===== src/rtl/rf_wb_scoreboard.sv =====
// rf_wb_scoreboard: 16 x 32-bit register file with a writeback port,
// two combinational read ports and a per-register pending-write scoreboard.
// R0 is hardwired to zero and is never marked pending.
// Optional build macro: RF_BYPASS_EN adds same-cycle write-to-read forwarding
// and hides the busy flag of a register being written this cycle.
module rf_wb_scoreboard #(
  parameter int DATA_W = 32,
  parameter int ADDR_W = 4
) (
  input  logic              clk,
  input  logic              rst_f,
  input  logic [ADDR_W-1:0] read_rega,
  input  logic [ADDR_W-1:0] read_regb,
  input  logic              rf_we,
  input  logic [ADDR_W-1:0] write_reg,
  input  logic [DATA_W-1:0] write_data,
  input  logic              mark_en,
  input  logic [ADDR_W-1:0] mark_reg,
  output logic [DATA_W-1:0] rsa,
  output logic [DATA_W-1:0] rsb,
  output logic              busy_a,
  output logic              busy_b,
  output logic [ADDR_W:0]   pend_cnt
);

  localparam int NREG = 2 ** ADDR_W;

  logic [DATA_W-1:0] regs_q [NREG];
  logic [NREG-1:0]   sb_q, sb_d;
  logic [ADDR_W:0]   pend_cnt_q, pend_cnt_d;
  logic              wr_ok, mark_ok;

  assign wr_ok   = rf_we && (write_reg != '0);
  assign mark_ok = mark_en && (mark_reg != '0);

  // Next scoreboard: the write retires the older instruction first, so a
  // same-register mark in the same cycle leaves the bit set.
  always_comb begin
    sb_d = sb_q;
    if (rf_we) sb_d[write_reg] = 1'b0;
    if (mark_ok) sb_d[mark_reg] = 1'b1;
    sb_d[0] = 1'b0;
    pend_cnt_d = '0;
    for (int i = 0; i < NREG; i++) pend_cnt_d = pend_cnt_d + (ADDR_W+1)'(sb_d[i]);
  end

  // Register array writeback; R0 is never written so it stays zero.
  always_ff @(posedge clk or negedge rst_f) begin
    if (!rst_f) begin
      for (int i = 0; i < NREG; i++) regs_q[i] <= '0;
    end else if (wr_ok) begin
      regs_q[write_reg] <= write_data;
    end
  end

  // Scoreboard bits and their registered population count.
  always_ff @(posedge clk or negedge rst_f) begin
    if (!rst_f) begin
      sb_q       <= '0;
      pend_cnt_q <= '0;
    end else begin
      sb_q       <= sb_d;
      pend_cnt_q <= pend_cnt_d;
    end
  end

  assign pend_cnt = pend_cnt_q;

`ifdef RF_BYPASS_EN
  logic fwd_a, fwd_b;
  assign fwd_a = wr_ok && (read_rega == write_reg);
  assign fwd_b = wr_ok && (read_regb == write_reg);

  // Read ports with same-cycle forwarding of the writeback data.
  always_comb begin
    rsa    = fwd_a ? write_data : regs_q[read_rega];
    rsb    = fwd_b ? write_data : regs_q[read_regb];
    busy_a = sb_q[read_rega] && !(fwd_a && !(mark_ok && mark_reg == read_rega));
    busy_b = sb_q[read_regb] && !(fwd_b && !(mark_ok && mark_reg == read_regb));
  end
`else
  // Read ports return array contents; busy flags mirror the scoreboard.
  always_comb begin
    rsa    = regs_q[read_rega];
    rsb    = regs_q[read_regb];
    busy_a = sb_q[read_rega];
    busy_b = sb_q[read_regb];
  end
`endif

endmodule

===== config.mk =====
export PLATFORM = sky130hd
export DESIGN_NAME = rf_wb_scoreboard
export DESIGN_NICKNAME = d
export VERILOG_FILES = /design/src/rtl/rf_wb_scoreboard.sv
export SDC_FILE = /design/constraint.sdc
export NUM_CORES = 1
export LEC_CHECK = 0
export CAP_MARGIN = 40
export CELL_PAD_IN_SITES_DETAIL_PLACEMENT = 1
export CELL_PAD_IN_SITES_GLOBAL_PLACEMENT = 1
export CORE_MARGIN = 8
export CORE_UTILIZATION = 25
export CTS_CLUSTER_SIZE = 40
export DETAILED_ROUTE_END_ITERATION = 10
export PLACE_DENSITY = 0.51
export SYNTH_ARGS = -nofsm -noshare
export SYNTH_HDL_FRONTEND = slang
export SYNTH_SLANG_ARGS = --single-unit

===== constraint.sdc =====
create_clock -name clk -period 4.6 [get_ports clk]
set_clock_uncertainty 0.1 [all_clocks]
set_input_delay 0.69 -clock clk [delete_from_list [all_inputs] [get_ports clk]]
set_output_delay 0.69 -clock clk [all_outputs]
set_load 0.05 [all_outputs]

* Word level (Yosys, flattened, before mapping)
Index checks and enable logic that the tools add are counted.
Word-level totals: register bits after elaboration 532, output and inout bits 71, input bits 52
Cells by class: $add $sub $neg 14, $lt $le $gt $ge 10, multiplexer cells 19, bitwise gates (word level) 6, reduce and logical (&&, ||, !) cells 7
Operator list (count):
- 512-bit bitwise mux | 1
- 32-bit binary-select mux with 4-bit select | 2
- 32-bit 2-to-1 mux | 5
- 32-bit demux with 4-bit select | 1
- 5-bit by 1-bit adder with 5-bit output | 10
- 16-bit 2-to-1 mux | 2
- 4-bit by 5-bit less-than comparator with 1-bit output (second input constant) | 4
- 16-bit AND | 1
- 16-bit NOT | 1
- 16-bit bitwise OR | 1
- 5-bit >= comparator (second input constant) | 3
- 4-bit NOT with 5-bit output | 3
- 1-bit binary-select mux with 4-bit select | 2
- 1-bit demux with 4-bit select | 2
- 4-bit by 1-bit >= comparator with 1-bit output (second input constant) | 2
- 4-bit nonzero test | 2
- 4-bit by 1-bit adder with 5-bit output | 1
- 1-bit logical AND | 5
- 5-bit by 1-bit less-than comparator with 1-bit output (second input constant) | 1
- 3-bit by 1-bit adder with 4-bit output | 1
- 1-bit 2-to-1 mux | 4
- 2-bit by 1-bit adder with 3-bit output | 1
- 1-bit by 1-bit adder with 2-bit output | 1

* Longest topological paths before layout
depth after elaboration 23, mapped depth 17

* Least setup slack after synthesis
Ideal clock, no wire load.
path kind input to register, start in write_reg[1], end reg pend_cnt_q[1], in the netlist pend_cnt[1], cell stages on the path 16, buffers on the path 1, slack -195 ps, arrival time 4631 ps, cells stage by stage nor3b_1 nand3b_1 clkbuf_1 a22o_1 fa_1 inv_1 fa_1 inv_1 fa_1 inv_1 fa_1 inv_1 fa_1 inv_1 fa_1 inv_1
Between the ends: elaborated cells between the ends (all ways) 24, those cells by class 14 x add/sub; 2 x order compare; 4 x mux; 3 x bitwise; 1 x reduce/logical
RTL lines:
- start, declared | RTL line 15 | input logic [ADDR_W-1:0] write_reg,
- 4-bit by 5-bit less-than comparator with 1-bit output (implied by the code) / 4-bit by 1-bit >= comparator with 1-bit output (equally long branches) | RTL line 40 | if (rf_we) sb_d[write_reg] = 1'b0;
- 1-bit logical AND (implied by the code) | RTL line 40
- 1-bit 2-to-1 mux (implied by the code) | RTL line 40
- 1-bit demux with 4-bit select (*) | RTL line 40
- 16-bit NOT (no line) (*)
- 16-bit AND (no line) (*)
- 16-bit 2-to-1 mux (*) | RTL line 40
- 16-bit bitwise OR (no line)
- 16-bit 2-to-1 mux (*) | RTL line 41 | if (mark_ok) sb_d[mark_reg] = 1'b1;
- named net sb_d[8] | RTL line 29 | logic [NREG-1:0] sb_q, sb_d;
- 5-bit by 1-bit adder with 5-bit output (*) (8 in a row) | RTL line 44 | for (int i = 0; i < NREG; i++) pend_cnt_d = pend_cnt_d + (ADDR_W+1)'(sb_d[i]);
- named net pend_cnt_d[1] | RTL line 30 | logic [ADDR_W:0] pend_cnt_q, pend_cnt_d;
- end signal, assigned | RTL line 63 | pend_cnt_q <= pend_cnt_d;
- end, declared | RTL line 30
The timed path passes the listed nets; every way through them passes the cells marked *. A chain may end at the register's enable or synchronous reset.

* Final worst setup path
start in write_reg[3], end reg pend_cnt_q[1], in the netlist pend_cnt[1]
Between the ends: cells in the longest elaborated chain, start to end 23, elaborated cells between the ends (all ways) 24, those cells by class 14 x add/sub; 2 x order compare; 4 x mux; 3 x bitwise; 1 x reduce/logical
RTL lines (RTL line):
- 4-bit by 5-bit less-than comparator with 1-bit output (implied by the code) / 4-bit by 1-bit >= comparator with 1-bit output (equally long branches) | 40
- 1-bit logical AND (implied by the code) | 40
- 1-bit 2-to-1 mux (implied by the code) | 40
- 1-bit demux with 4-bit select (*) | 40
- 16-bit NOT (no line) (*)
- 16-bit AND (no line) (*)
- 16-bit 2-to-1 mux (*) | 40
- 16-bit bitwise OR (no line)
- 16-bit 2-to-1 mux (*) | 41
- named net sb_d[1] | 29
- 1-bit by 1-bit adder with 2-bit output (*) | 44
- 2-bit by 1-bit adder with 3-bit output (*) | 44
- 3-bit by 1-bit adder with 4-bit output (*) | 44
- 4-bit by 1-bit adder with 5-bit output (*) | 44
- 5-bit by 1-bit adder with 5-bit output (*) (10 in a row) | 44
- named net pend_cnt_d[1] | 30
Marked as above.

==> results.md <==
* Sequential element share of the synthesized area at 48.3%
* Worst setup path startpoint: write_reg[3]
* Cell depth of the worst flop-to-flop path at 13
* All-Layer GR Usage at 14.9%
* First-pass GRT wire length at 135,000 µm
* Pwr Total at 16.1 mW
* Main area contributors after synthesis: dfrtp_1, mux4_2, mux2_2
* FF-to-FF End: pend_cnt[1]
* Longest Clk Path Bufs at 3
* Synth Flop Type: dfrtp_1
* # port buffers at 121
* IO Pins at 123
* Max_cap viols at 0
* Placed inst area at 0.0304 mm²
* Tightest Hold Check Type: register to register
* Largest net degree at the start of global routing at 189
* Post-Syn Area at 0.0275 mm²
* Critical path class: primary input to register
* Filler cells at 11,328
* Htree depth at 3
* Cell area after layout at 0.0326 mm²
* 1st-iter DRT viols at 840
* Die H at 348 µm
* Reg-to-Reg Start: sb_q[1]
* Finish-stage setup viols at 0
* Routed Antenna Nets at 0
* Most common cell after layout, fill and taps aside: dfrtp_1
* Vias in the first global route at 19,280
* Synth warnings at 0
* VDD IR max at 0.243 mV
* Wirelength per Cell at 27.2 µm
* Row count at 121
* CTS sink cnt at 531
* Share of cells above drive strength 1 at 51.4%
* Part of the cycle the worst path needs at 95.7%
* WL final at 90,400 µm
* Ys async rst share at 100%
* Period minus WS final at 4400 ps
* Initial antenna violation count at 5
* Top cell type's share of synthesized area at 48.3%
* Setup crit end kind: register
* Crit path max fanout at 7
* DP HPWL at 52,800 µm
* Worst-skew pair later-pin latency at 600 ps
* PwrDens at 493 mW/mm²
* Worst path arrival time at 4830 ps
* Critical Path RT at 5030 ps
* Hold Vio Cnt, Final at 0
* Die X at 348 µm
* Least-Margin Pin Slew at 1160 ps
* Synthesized flop and latch total at 531
* Clock Root Buffer: clkbuf_16
* Cell taking the most area after synthesis: dfrtp_1
* Post-synthesis net count at 1,848
* Fmax at 0.227 GHz
* Drt pass-1 iters at 4
* Final Slew Violations at 0
* Area growth, synth to finish at 18.7%
* Reg-to-reg slack, setup at 680 ps
* Mapped Avg Cell Area at 15.4 µm²
* Initial Utilization at 25.2%
* CTS Buf Count at 66
* DRC at 0
* DP Worst Slack at -500 ps
* Core ar. at 0.109 mm²
* Vias per Instance at 5.06
* RSZ-0062 raised after global routing: false
* Worst-path clk slew at 50 ps
* Die Area at 0.121 mm²
* Routed via count at 16,787
* EDFF count, synth at 0
* Mapped Cells at 1,784
* GRT overflow at 0
* Fin nets at 1,913
* Distinct cells, synth at 30
* TritonCTS clock tree: done
* Startpoint types: primary input
* Commonest non-fill, non-tap cells in the layout: dfrtp_1, mux2_2, mux4_2
* Worst slew margin at 22.8%
* RD Place Congestion at 0.745
* Pleak at 13.4 nW
* Fin worst setup slack at 200 ps
* CP endpoint: pend_cnt[1]
* Result of the run: finished clean
## worst min-delay path by stage
| stage | depth (start not counted) | slack [ps] | end | start |
|---|---|---|---|---|
| 2_1_floorplan | 0 | 290 | pend_cnt[0] | rst_f |
| 3_3_place_gp | 0 | 280 | regs_q[506] | regs_q[506] |
| 3_5_place_dp | 0 | 280 | regs_q[481] | regs_q[481] |
| 4_1_cts | 0 | 300 | regs_q[491] | regs_q[491] |
| 5_1_grt | 0 | 310 | regs_q[484] | regs_q[484] |
| 6_report | 0 | 290 | regs_q[481] | regs_q[481] |
## cell families after synthesis
family | after synthesis | synth area share (%)
adders and majority gates | 12 | 0.819
xor gates and xnor gates | 1 | 0.0319
DFF | 531 | 48.3
buffers and inverters | 225 | 3.49
muxes | 752 | 41.5
AOI/OAI and AO/OA | 154 | 4.12
and+or+nand+nor | 108 | 1.71
other | 1 | 0.0136
## through the flow
| step | hold slack, ps | setup TNS (ps) | util (%) | cells |
|---|---|---|---|---|
| 5_1_grt | 308 | 0 | 29.9 | 3315 |
| 4_1_cts | 296 | 0 | 29.9 | 3312 |
| 2_1_floorplan | 294 | -92.9 | - | 1784 |
| 3_3_place_gp | 276 | -1590 | 27.8 | 3187 |
| 3_5_place_dp | 283 | -1520 | 27.9 | 3192 |
| 6_report | 291 | 0 | 30.0 | 3316 |
## synth_stat cells, types with 2 or more instances
library cell	n
mux2_1	37
dfrtp_1	531
nor2_1	12
a22o_1	2
nand2b_1	4
clkbuf_1	123
inv_1	21
nand2_1	72
nand3_1	3
o22ai_1	3
nor3b_1	3
a21o_1	2
a22oi_1	128
ha_1	2
buf_2	71
o21ai_0	13
fa_1	10
mux2i_1	10
nor2b_1	7
nand3b_1	4
buf_1	3
mux2_2	443
and2_1	2
a32o_1	3
buf_4	7
o22a_1	3
mux4_2	262
## critical path: stages
cell	delay, ps
clkdlybuf4s50_1	510
nor2_1	150
buf_4	140
nand2b_4	60
a32o_2	240
fa_1	550
inv_1	50
fa_1	470
inv_1	50
fa_1	480
inv_1	60
fa_1	480
inv_1	50
fa_2	350
inv_2	70
fa_1	380
inv_1	60
## per-layer routing
layer / wire, µm / part of all wire, % / GRT usage [%] / up-vias
li1: - / - / - / 7008
met1: 38900 / 43 / 19.0 / 9265
met2: 44800 / 50 / 25.1 / 344
met3: 3640 / 4.0 / 2.95 / 168
met4: 2980 / 3.3 / 5.18 / 2
met5: 9 / 0.010 / 0 / -
## final cells by class
class	count	area (µm²)	share of cell area, %
repair buffers	201	1930	5.92
well taps	1414	1770	5.42
multi-input cells	1028	13400	41.0
clock buffers	102	2030	6.21
inverters	21	78.8	0.241
clock inverters	17	151	0.464
flip-flops and latches	531	13300	40.7
diodes	2	5.00	0.0153
## timing repair
action / in CTS / in global routing
hold endpoints to repair: 29 / 0
gates resized for setup: 0 / 5
setup buffers: 0 / 2
setup endpoints to repair: 0 / 2
hold buffers: 1 / 0
## registers in the layout, indices dropped and copies added (netlist names)
signal	flops
sb_q	15
regs_q	512
pend_cnt	4
## power breakdown
group,switching [mW],internal (mW)
Combinational,2.10,2.28
Sequential,0.747,5.73
Clock,2.13,3.10
No activity file was read; power rests on OpenSTA's default activity.
